--- config.mk ---
export PLATFORM = sky130hd
export DESIGN_NAME = vec_mem_seq
export DESIGN_NICKNAME = d
export VERILOG_FILES = /design/src/rtl/vec_mem_seq.sv
export SDC_FILE = /design/constraint.sdc
export NUM_CORES = 1
export LEC_CHECK = 0
export ABC_AREA = 1
export BUFFER_PORTS_ARGS = -buffer_cell sky130_fd_sc_hd__buf_2
export CORE_UTILIZATION = 52
export CTS_CLUSTER_DIAMETER = 40
export DETAILED_ROUTE_END_ITERATION = 6
export GPL_ROUTABILITY_DRIVEN = 0
export MAX_ROUTING_LAYER = met4
export PLACE_DENSITY_LB_ADDON = 0.15
export SKIP_LAST_GASP = 1
export SYNTH_ARGS = -nofsm -noshare
export SYNTH_HDL_FRONTEND = slang
export SYNTH_SLANG_ARGS = --single-unit
--- constraint.sdc ---
create_clock -name clk -period 2.9 [get_ports clk]
set_input_delay 0.435 -clock clk [delete_from_list [all_inputs] [get_ports clk]]
set_output_delay 0.435 -clock clk [all_outputs]
set_load 0.01 [all_outputs]
--- src/rtl/vec_mem_seq.sv ---
// vec_mem_seq: memory-stage sequencer that splits one vector load or store
// into LANES single-element accesses with a programmable stride. Upstream is
// held off with stall while busy. A completed load presents its vector and
// write-back control for one cycle.
//
// state     | meaning
// ----------+-----------------------------------------------------------
// IDLE      | waiting for a live load/store control word
// LOAD      | issuing element reads; capturing the previous read's data
// LOAD_WAIT | no strobe; capturing the final lane's read data
// STORE     | issuing element writes from the latched store vector
// DONE      | one-cycle completion; upstream released on this edge
//
// All state updates on the falling edge of clk.
module vec_mem_seq #(
    parameter int LANES = 4,
    parameter int DW    = 16,
    parameter int AW    = 16
) (
    input  logic                clk,
    input  logic                reset,
    input  logic                op_valid,
    input  logic [1:0]          mem_op,
    input  logic [1:0]          vec_wr_in,
    input  logic [AW-1:0]       base_addr,
    input  logic [AW-1:0]       stride,
    input  logic [LANES*DW-1:0] wdata_vec,
    output logic [AW-1:0]       mem_addr,
    output logic                mem_re,
    output logic                mem_we,
    output logic [DW-1:0]       mem_wdata,
    input  logic [DW-1:0]       mem_rdata,
    output logic [LANES*DW-1:0] rdata_vec,
    output logic [1:0]          vec_wr_out,
    output logic                done,
    output logic                stall
);

    localparam int IW = (LANES > 1) ? $clog2(LANES) : 1;

    localparam logic [2:0] S_IDLE      = 3'd0;
    localparam logic [2:0] S_LOAD      = 3'd1;
    localparam logic [2:0] S_LOAD_WAIT = 3'd2;
    localparam logic [2:0] S_STORE     = 3'd3;
    localparam logic [2:0] S_DONE      = 3'd4;

    localparam logic [1:0] OP_LOAD  = 2'b01;
    localparam logic [1:0] OP_STORE = 2'b10;

    logic [2:0]          state;
    logic [IW-1:0]       idx;
    logic [AW-1:0]       addr_q;
    logic [AW-1:0]       stride_q;
    logic [LANES*DW-1:0] wdata_q;
    logic [1:0]          vec_wr_q;
    logic [1:0]          op_q;

    logic accept;
    logic last_lane;

    assign accept    = (state == S_IDLE) && op_valid &&
                       ((mem_op == OP_LOAD) || (mem_op == OP_STORE));
    assign last_lane = (idx == IW'(LANES - 1));

    // Sequencer state, latched instruction fields and lane-wise load capture.
    always_ff @(negedge clk) begin
        if (reset) begin
            state     <= S_IDLE;
            idx       <= '0;
            addr_q    <= '0;
            stride_q  <= '0;
            wdata_q   <= '0;
            vec_wr_q  <= '0;
            op_q      <= '0;
            rdata_vec <= '0;
        end else begin
            case (state)
                S_IDLE: begin
                    if (accept) begin
                        addr_q   <= base_addr;
                        stride_q <= stride;
                        wdata_q  <= wdata_vec;
                        vec_wr_q <= vec_wr_in;
                        op_q     <= mem_op;
                        idx      <= '0;
                        state    <= (mem_op == OP_LOAD) ? S_LOAD : S_STORE;
                    end
                end
                S_LOAD: begin
                    addr_q <= addr_q + stride_q;
                    // read data lags the address by one cycle, so this edge
                    // completes the lane issued on the previous cycle
                    for (int i = 0; i < LANES - 1; i++) begin
                        if ((idx != '0) && (int'(idx) - 1 == i))
                            rdata_vec[i*DW +: DW] <= mem_rdata;
                    end
                    if (last_lane) begin
                        state <= S_LOAD_WAIT;
                    end else begin
                        idx <= idx + IW'(1);
                    end
                end
                S_LOAD_WAIT: begin
                    rdata_vec[(LANES-1)*DW +: DW] <= mem_rdata;
                    state <= S_DONE;
                end
                S_STORE: begin
                    addr_q <= addr_q + stride_q;
                    if (last_lane) begin
                        state <= S_DONE;
                    end else begin
                        idx <= idx + IW'(1);
                    end
                end
                S_DONE: begin
                    state <= S_IDLE;
                end
                default: begin
                    state <= S_IDLE;
                end
            endcase
        end
    end

    // Memory strobes, completion outputs and upstream stall decoded from state.
    always_comb begin
        mem_addr   = '0;
        mem_re     = 1'b0;
        mem_we     = 1'b0;
        mem_wdata  = '0;
        vec_wr_out = 2'b00;
        done       = 1'b0;
        stall      = 1'b0;
        case (state)
            S_IDLE: begin
                stall = accept;
            end
            S_LOAD: begin
                mem_re   = 1'b1;
                mem_addr = addr_q;
                stall    = 1'b1;
            end
            S_LOAD_WAIT: begin
                stall = 1'b1;
            end
            S_STORE: begin
                mem_we   = 1'b1;
                mem_addr = addr_q;
                stall    = 1'b1;
                for (int i = 0; i < LANES; i++) begin
                    if (int'(idx) == i)
                        mem_wdata = wdata_q[i*DW +: DW];
                end
            end
            S_DONE: begin
                done       = 1'b1;
                vec_wr_out = (op_q == OP_LOAD) ? vec_wr_q : 2'b00;
            end
            default: begin
                stall = 1'b0;
            end
        endcase
    end

endmodule

# After elaboration in Yosys (flattened, before gate mapping)
# Index checks and enable logic that the tools add are counted.
op_classes:
  n_mul: 0
  n_reduce_logical: 20
  div_mod_pow: 0
  n_shift: 0
  mux: 22
  add_sub_neg: 3
  order_cmp: 0
  eq_ne: 17
  bitwise: 0
ops:
  columns: ["operator", "count"]
  rows:
  - ["$mux 16", 7]
  - ["$logic_not 32->1", 1]
  - ["$pmux 16 s2", 1]
  - ["$add 16x16->16", 1]
  - ["$pmux 3 s4", 1]
  - ["$mux 2", 5]
  - ["$reduce_and 2->1", 5]
  - ["$eq 3x2->1 const B", 3]
  - ["$mux 3", 3]
  - ["$eq 2x2->1 const B", 4]
  - ["$ne 2x2->1 const B", 4]
  - ["$eq 2x1->1 const B", 3]
  - ["$eq 3x3->1 const B", 2]
  - ["$reduce_and 3->1", 2]
  - ["$logic_and 1x1->1", 5]
  - ["$pmux 2 s2", 1]
  - ["$reduce_bool 2->1", 2]
  - ["$eq 3x1->1 const B", 1]
  - ["$logic_not 3->1", 1]
  - ["$mux 1", 3]
  - ["$reduce_or 3->1", 1]
  - ["$sub 2x1->3 const B", 1]
  - ["$add 2x1->2 const B", 1]
  - ["$logic_not 2->1", 1]
  - ["3 further kinds", 3]
word_totals:
  elab_cells: 73
  latch_bits: 0
  mem_bits_rw: 0
  register_bits: 169
  n_memories: 0
  romBits: 0

# Depth between registers and ports, before layout
# Gate-level depths: netlist (run 1).
logic_depth:
  word_depth: 6
  depth_mapped: 12
  depth_no_buf: 12

==> impl_results.md, run 1 <==
- Result of the run: finished with violations
- Failing checks: design-rule violations, negative setup slack
- Pre-CTS WS: -0.330 ns
- Worst-path clk slew: 0.06 ns
- Met3 usage: 9.24%
- Dpl hpwl: 15900 µm
- Setup slack, reg-to-reg: 0.90 ns
- Critical path required time: 2.47 ns
- Routing usage on met1: 36.2%
- Hold WC Path Type: flip-flop to flip-flop
- Setup violators final: 38
- Number of global-route vias before repair: 8972
- RSZ-0062 raised after global routing: true
- TritonCTS buffer count: 17
- Syn. warnings: 0
- Area fraction of the dominant cell type after synthesis: 43.5%
- Critical Path Source: idx[1]
- Met2 Usage GRT: 52.7%
- Die width: 124 µm
- Worst Reg-to-Reg Cells: 12
- CTS Hold Bufs: 0
- Top cells by area, synth: dfxtp_1, nor2_1, o21ai_0
- Leak: 0.00575 µW
- Final hold vios: 0
- Critical Path AT: 3.38 ns
- Starting Density: 53.3%
- Bufs on Longest Clock Path: 2
- Worst r2r dst: addr_q[8]
- Area growth, synth to finish: 47.9%
- CP endpoint kind: primary output
- DR vias: 9204
- Finished Layout Cells: 1730
- Sequential-to-total area share from yosys stat: 43.5%
- FF+latch count, synth: 169
- Reg-to-reg critical path startpoint: addr_q[0]
- First-pass GRT wire length: 40400 µm
- GRT Util Overall: 33.1%
- Final net count: 1677
- Worst-path maximum fanout: 8
- FILL cells: 1062
- Worst setup margin: -0.913 ns
- Hold Path Origin: op_q[1]
- PortBufs: 220
- Root buffer cell: clkbuf_16
- Post-DR vias/cell: 5.32
- WL final: 26300 µm
- Post-synth top area cell: dfxtp_1
- Post-Syn Nets: 1257
- Setup crit end: mem_wdata[2]
- Crit path launch type: flip-flop
- Slew Limit Fails: 0
- Largest net degree at the start of global routing: 60
- CTS sink cnt: 169
- Layout Skew: 0.0265 ns
- Worst vdd ir: 512 µV
- H-tree levels: 4
- Die Y: 124 µm
- Antenna viol nets, final: 0
- Antenna violations before repair: 1
- Wire length per cell: 15.2 µm
- # DRC: 5
- Row count: 44
- Slew margin rel.: 76.1%
- Overflow after GRT: 0
- Power per cell area: 729 nW/µm²
- Io pins: 221
- Pre-antenna DRT Iters: 7
- Share of layout cells above drive strength 1: 28.2%
- Worst slew pin tran: 0.354 ns
- Hold_ws: 0.451 ns
- Syn Inst Count: 1114
- Placed instance count: 1505
- Avg Cell Area, Syn: 6.98 µm²
- CTS tree: done
- Max cap viols: 0
- WS Path Type: flip-flop to primary output
- Die area: 15500 µm²
- Core area: 14600 µm²
- Most Used Layer, Global Route: met2
- Clock Latency Late Sink: 0.48 ns
- Tot Pwr: 8390 µW
- Post-synth design cell area: 7780 µm²
- Synth cell types: 37
- Initial DRC Count: 744
==> metal layers <==
layer  wire, µm  vias to the layer above
met1      10500                     4212
li1           -                     4461
met4       1210                        0
met3       1740                       90
met2      12800                      441
met5          0                        -
==> synth_stat cells <==
cell type,instances
nand4_1,4
a221oi_2,1
o211ai_1,1
nand3_1,42
nor4_1,1
o31ai_1,1
dfxtp_1,169
nand3b_1,1
nor2_4,4
and2_1,2
xnor2_1,1
o21ai_1,2
a31oi_1,4
o21bai_1,3
inv_4,1
buf_4,5
ha_1,23
inv_1,70
fa_1,1
xor2_1,1
clkinv_2,3
a21oi_1,89
nand2_1,148
o21ai_0,181
nand2_2,1
or2_2,2
inv_2,8
nor3_1,2
clkbuf_1,35
o221ai_1,1
nor2_8,1
clkbuf_2,3
nor2_1,276
nand2_4,4
buf_6,2
a211oi_1,2
buf_2,19
==> worst min path at each step <==
stage,to,slack [ns],cells after the start
global route,rdata_vec[50],0.48,2
CTS,wdata_q[33],0.45,2
finish,op_q[1],0.45,2
floorplan,wdata_q[32],0.43,2
global placement,wdata_q[41],0.44,2
detailed placement,wdata_q[33],0.44,2
==> cells in the final DEF (no fill, tap or decap), types with 24 or more instances in the layout <==
| cell type | instances |
|---|---|
| nor2_1 | 256 |
| inv_1 | 233 |
| buf_2 | 202 |
| o21ai_0 | 164 |
| dfxtp_1 | 164 |
| nand2_1 | 136 |
| a21oi_1 | 62 |
| buf_4 | 48 |
| nand3_1 | 41 |
| buf_6 | 24 |
==> through the flow <==
| step | TNS [ns] | util (%) | instance area [µm²] |
|---|---|---|---|
| final | -23.98 | 78.9 | 11500 |
| after CTS | -22.01 | 77.2 | 11300 |
| after global routing | -26.14 | 78.9 | 11500 |
| after detailed placement | -22.16 | 65.4 | 9540 |
| after floorplan | -3.39 | - | 8050 |
| after global placement | -19.40 | 65.4 | 9540 |
==> state kept, by name (all words and copies together), names as in the netlist <==
| register | flops |
|---|---|
| wdata_q | 64 |
| addr_q | 16 |
| idx | 2 |
| rdata_vec | 64 |
| state | 3 |
| vec_wr_q | 2 |
| op_q | 2 |
| stride_q | 16 |
==> worst max-delay path, cell delays in order, from the launching register on <==
cell and delay, ns:
dfxtp_4 0.36, inv_4 0.08, ha_4 0.22, clkbuf_16 0.20, a21oi_1 0.07, o21ai_1 0.08, nand2_1 0.10, a21oi_2 0.17
buf_2 0.16
==> where the power goes <==
group          switching, µW  internal, µW  leakage, µW
logic                   1350           945      0.00318
clock network           1690          1520      0.00118
registers                239          2660      0.00138
total                   3270          5120      0.00575
==> layout make-up <==
class	count	area [µm²]	share of cell area (%)
timing repair buffer	296	2110	18.4
tap	184	230	2.00
clock buffer	17	425	3.70
multi-input combinational	800	4220	36.7
sequential	169	3400	29.6
antenna	1	2.50	0.0217
inverter	81	337	2.93
clock inverter	182	774	6.73
==> logic make-up (layout without fill, tap and decap cells) <==
logic type,after synthesis,count (layout),share of synthesized area [%]
compound gates,285,285,18.8
xor+xnor,2,2,0.225
fa+ha+maj,24,24,3.96
buf+inv,146,576,7.91
flops,169,169,43.5
other cells,0,1,0
simple gates,488,489,25.6
==> what timing repair did <==
action,in CTS,in global routing
setup endpoints to repair,38,38
pin swaps,12,35
setup buffers,13,8
cloned,7,2
resized for setup,69,48
Power figures use the tool's default switching activity.
==> inputs of run 2 (changes only) <==
CORE_UTILIZATION = 45   (was 52)
==> run 2 against run 1 <==
Effect of this change:
- the run ends with negative setup slack left
- clock skew increased by 0.0011 ns
- critical path depth stayed put
- register-to-register slack improved by 0.09 ns
- worst hold slack worse by 0.00053 ns
- clock-buffer cell count stayed put
- critical path type unchanged
- final area decreased by 0.40%
- non-clock buffer count shrank 9
- global-route usage decreased by 4.2 points
- routed wire length decreased by 5.2%
- cell count up 1.7%
- via count is 4.8% lower
- sequential power is essentially flat
==> impl_results.md, run 2 (synthesis results as in run 1) <==
- CP endpoint kind: primary output
- Placed Area: 9530 µm²
- Worst vdd ir: 486 µV
- Hold Path Cell Cnt: 2
- Result of the run: finished with violations
- Most common cell after layout, fill and taps aside: nor2_1
- Post-route cell area: 11500 µm²
- Critical path required time: 2.47 ns
- Crit path launch type: flip-flop
- Root buffer cell: clkbuf_16
- TritonCTS buffer count: 17
- Leak: 0.00569 µW
- Slew Limit Fails: 0
- Layout Utilization: 68.6%
- GRT Util Overall: 28.9%
- Wire length per cell: 14.1 µm
- Core area: 16700 µm²
- Setup slack, reg-to-reg: 0.99 ns
- Dpl hpwl: 16500 µm
- WL met1: 10700 µm
- Die area: 17800 µm²
- Worst Reg-to-Reg Cells: 12
- Critical Path Source: idx[1]
- Power per cell area: 735 nW/µm²
- Io pins: 221
- First-pass GRT wire length: 39700 µm
- Worst-path maximum fanout: 8
- Starting Density: 46.6%
- Top Layer Used: met4
- Initial DRC Count: 482
- Share of layout cells above drive strength 1: 27.6%
- Worst setup margin: -0.789 ns
- Final net count: 1668
- Overflow after GRT: 0
- FILL cells: 1459
- Tot Pwr: 8420 µW
- Layout Skew: 0.0276 ns
- Slew margin rel.: 74.2%
- Die width: 133 µm
- Pre-antenna DRT Iters: 5
- Hold WC Path Type: flip-flop to flip-flop
- Reg-to-reg critical path startpoint: addr_q[0]
- WHS Endpoint: op_q[1]
- Most frequent cells in the layout: nor2_1, inv_1, buf_2
- Antenna viol nets, final: 0
- Number of global-route vias before repair: 8598
- PortBufs: 220
- Pre-CTS WS: -0.328 ns
- Bufs on Longest Clock Path: 2
- Antenna violations before repair: 1
- Largest net degree at the start of global routing: 70
- Worst slew pin tran: 0.387 ns
- Die Y: 133 µm
- Critical Path AT: 3.25 ns
- WS Path Type: flip-flop to primary output
- Clock Latency Late Sink: 0.47 ns
- DR vias: 8763
- # DRC: 0
- Area growth, synth to finish: 47.3%
- Final hold vios: 0
- H-tree levels: 4
- Post-DR vias/cell: 4.98
- Row count: 47
- Met2 wire len: 12100 µm
- Worst r2r dst: addr_q[14]
- Hold Path Origin: op_q[1]
- Routed met3 length: 1500 µm
- Max cap viols: 0
- Worst-path clk slew: 0.05 ns
- CTS tree: done
- Largest regs: rdata_vec x64, wdata_q x64
- Setup violators final: 38
- RSZ-0062 raised after global routing: true
- Hold_ws: 0.450 ns
- Failing checks: negative setup slack
- WL final: 24900 µm
- CTS sink cnt: 169
==> run 2: cell count changes in the layout (fill, tap and decap cells not counted), moves of 3 or more <==
cell     previous run  this run
buf_4              48        37
a21oi_4             4         0
buf_6              24        28
o21ai_2             9         5
a21oi_1            62        65
buf_12             14        17
buf_16              4         1
inv_12              0         3
inv_8               3         6
nand2_2             9        12
nand2_4             8         5
==> run 2: power by group <==
part	internal (µW)	switching, µW
Combinational	975	1330
Clock	1490	1750
Sequential	2660	212
Total	5130	3290
==> run 2: what timing repair did <==
action / in CTS / in global routing
hold buffers: 0 / 0
endpoints found under the setup margin: 38 / 51
cloned: 5 / 1
gates resized for setup: 70 / 46
buffers inserted: 11 / 14
pin swaps: 17 / 30
==> run 2: critical path: stages, from the launching register on <==
cell	delay (ns)
dfxtp_4	0.37
inv_4	0.08
ha_4	0.16
buf_12	0.13
nand2_1	0.11
o21ai_1	0.14
nand2_1	0.09
a21oi_2	0.13
buf_2	0.13
==> run 2: stage by stage <==
step,setup TNS (ns),instances
after detailed placement,-24.05,1533
after floorplan,-3.39,1114
after global placement,-21.94,1533
final,-22.47,1759
after global routing,-25.26,1759
after CTS,-22.47,1747
==> run 2: worst max path at each step <==
stage / endpoint / slack [ns] / cells after the start
finish: mem_wdata[14] / -0.79 / 8
global route: mem_wdata[2] / -0.86 / 8
CTS: mem_wdata[6] / -0.74 / 8
detailed placement: mem_wdata[2] / -0.33 / 7
global placement: mem_wdata[7] / -0.32 / 8
floorplan: mem_wdata[10] / -0.19 / 8
==> run 2: layer usage <==
metal / GRT usage [%] / vias to the layer above
met3: 8.90 / 33
met2: 45.1 / 293
met4: 15.5 / 0
met1: 33.2 / 3996
met5: - / -
li1: - / 4441
==> run 2: layout make-up <==
| class | instances | area, µm² | area share, % |
|---|---|---|---|
| Multi-Input combinational cell | 800 | 4160 | 36.3 |
| Inverter | 81 | 342 | 2.98 |
| Clock buffer | 17 | 425 | 3.71 |
| Timing Repair Buffer | 287 | 2030 | 17.7 |
| Antenna cell | 1 | 2.50 | 0.0218 |
| Sequential cell | 169 | 3400 | 29.7 |
| Clock inverter | 184 | 817 | 7.13 |
| Tap cell | 220 | 275 | 2.40 |
==> inputs of run 3 (changes only) <==
clock period = 4.14 ns   (was 2.9 ns; I/O delays follow)
==> run 3 against run 2 <==
Effect of this change:
- the run still ends with negative setup slack left
- critical path type unchanged
- largest cell class unchanged
- worst hold slack improved by 0.0046 ns
- largest power group unchanged
- clock power is 33% lower
- flip-flop and latch count unchanged
==> impl_results.md, run 3 (synthesis results as in run 1) <==
- Post-route cell area: 11600 µm²
- Die width: 133 µm
- Most frequent cells in the layout: nor2_1, inv_1, buf_2
- Area growth, synth to finish: 49.5%
- Placed Area: 9420 µm²
- Result of the run: finished with violations
- Critical Path Source: idx[0]
- Failing checks: negative setup slack
- Hold Path Origin: rdata_vec[53]
- Final net count: 1667
- Reg-to-reg critical path startpoint: addr_q[0]
- Hold WC Path Type: flip-flop to flip-flop
- Slew Limit Fails: 0
- Number of global-route vias before repair: 8515
- WL final: 24700 µm
- Worst-path maximum fanout: 8
- Overflow after GRT: 0
- Critical Path AT: 3.96 ns
- Worst path top cell family by delay: buffers and inverters
- CP cell instances: inv_4 -> ha_4 -> buf_12 -> nand2_4 -> o21ai_2 -> nand2_1 -> a21oi_2 -> buf_2
- Post-DR vias/cell: 5.07
- CTS Hold Bufs: 0
- Internal: 3560 µW
- Worst setup margin: -0.446 ns
- CTS tree: done
- GRT Util Overall: 27.8%
- Layout Skew: 0.0245 ns
- Setup slack, reg-to-reg: 2.22 ns
- Worst r2r dst: addr_q[8]
- Seq pwr share: 34.4%
- Worst Reg-to-Reg Cells: 12
- DR vias: 8914
- Share of layout cells above drive strength 1: 28.4%
- Most common cell after layout, fill and taps aside: nor2_1
- FILL cells: 1402
- Wire length per cell: 14.0 µm
- Hold_ws: 0.455 ns
- Worst vdd ir: 298 µV
- Net Switching: 2260 µW
- Slew margin rel.: 74.8%
- Setup violators final: 35
- Worst-path clk slew: 0.04 ns
- Max cap viols: 0
- Dpl hpwl: 15900 µm
- Initial DRC Count: 621
- CTS sink cnt: 169
- Antenna viol nets, final: 0
- PortBufs: 220
- Power per cell area: 500 nW/µm²
- Slowest CP cell: dfxtp_4
- Io pins: 221
- Root buffer cell: clkbuf_16
- Logic gate share of total power: 28.1%
- Clk pwr share: 37.5%
- Largest regs: rdata_vec x64, wdata_q x64
- Crit path launch type: flip-flop
- Switch share: 38.8%
- WS Path Type: flip-flop to primary output
- TritonCTS buffer count: 17
- Slowest stage delay, CP: 0.36 ns
- Row count: 47
- CP endpoint kind: primary output
- H-tree levels: 4
- First-pass GRT wire length: 38500 µm
- Largest net degree at the start of global routing: 60
- Starting Density: 46.6%
- Worst slew pin tran: 0.376 ns
- Clock Latency Late Sink: 0.47 ns
- Tot Pwr: 5810 µW
- Die Y: 133 µm
- Hold Path Cell Cnt: 2
- Die area: 17800 µm²
- WHS Endpoint: rdata_vec[53]
- Crit path buffers/inverters: 3
- Final hold vios: 0
- Bufs on Longest Clock Path: 2
- Critical path required time: 3.52 ns
- Leak: 0.00576 µW
- Antenna violations before repair: 1
- Pre-antenna DRT Iters: 6
- Core area: 16700 µm²
- # DRC: 0
- RSZ-0062 raised after global routing: true
==> run 3: changes by cell type in the layout (fill, tap and decap cells not counted), moves of 4 or more <==
cell	change
buf_4	-4
o21ai_1	-4
buf_16	+5
nand2_1	-8
nand2_4	+6
==> run 3: worst max path at each step <==
stage / endpoint / cells after the start
after detailed placement: mem_wdata[11] / 9
after global routing: mem_wdata[4] / 9
final: mem_wdata[5] / 8
after CTS: mem_wdata[9] / 10
after global placement: mem_wdata[11] / 9
after floorplan: mem_wdata[5] / 8
==> run 3: layer usage <==
metal  track usage [%]  wire length (µm)  up-vias  part of all wire [%]
li1                  -                 -     4435                     -
met1              32.1             10500     4047                    43
met2              44.7             12000      380                    49
met3              7.91              1570       52                   6.4
met4              12.8               539        0                   2.2
met5                 -                 0        -                     0
==> run 3: worst register-to-register path: cells and delay by family (launching register included) <==
family / cells / cell delay, ns
simple gates: 8 / 0.73
fa+ha+maj: 2 / 0.63
flops: 1 / 0.31
compound gates: 1 / 0.14
buf+inv: 1 / 0.05
==> run 3: power by group through the flow <==
stage	clock network, µW	registers, µW	logic (µW)
2_1_floorplan	248	1990	833
3_3_place_gp	248	2000	1300
3_5_place_dp	248	2000	1320
4_1_cts	2230	1990	1500
5_1_grt	2450	2020	1800
6_report	2180	2000	1640
==> run 3: final cells by class <==
type                            count  area (µm²)  share of cell area, %
Inverter                           81         329                   2.83
Timing Repair Buffer              287        2170                   18.6
Clock buffer                       17         425                   3.66
Tap cell                          220         275                   2.37
Clock inverter                    184         776                   6.67
Multi-Input combinational cell    799        4260                   36.6
Sequential cell                   169        3390                   29.2
Antenna cell                        1        2.50                 0.0215
==> run 3: repair_timing <==
item	4_1_cts	5_1_grt
setup buffers	11	7
setup endpoints to repair	36	38
pin swaps	22	37
resized for setup	94	89
gates cloned	7	3
endpoints found under the hold margin	0	0
==> run 3: stage by stage <==
step	std cells	setup TNS, ns	setup slack (ns)	utilization [%]
CTS	1751	-6.56	-0.435	66.9
finish	1758	-6.78	-0.446	69.6
detailed placement	1537	-2.96	-0.211	56.4
floorplan	1114	0	0.0154	-
global route	1758	-9.83	-0.510	69.6
global placement	1537	-0.543	-0.190	56.4
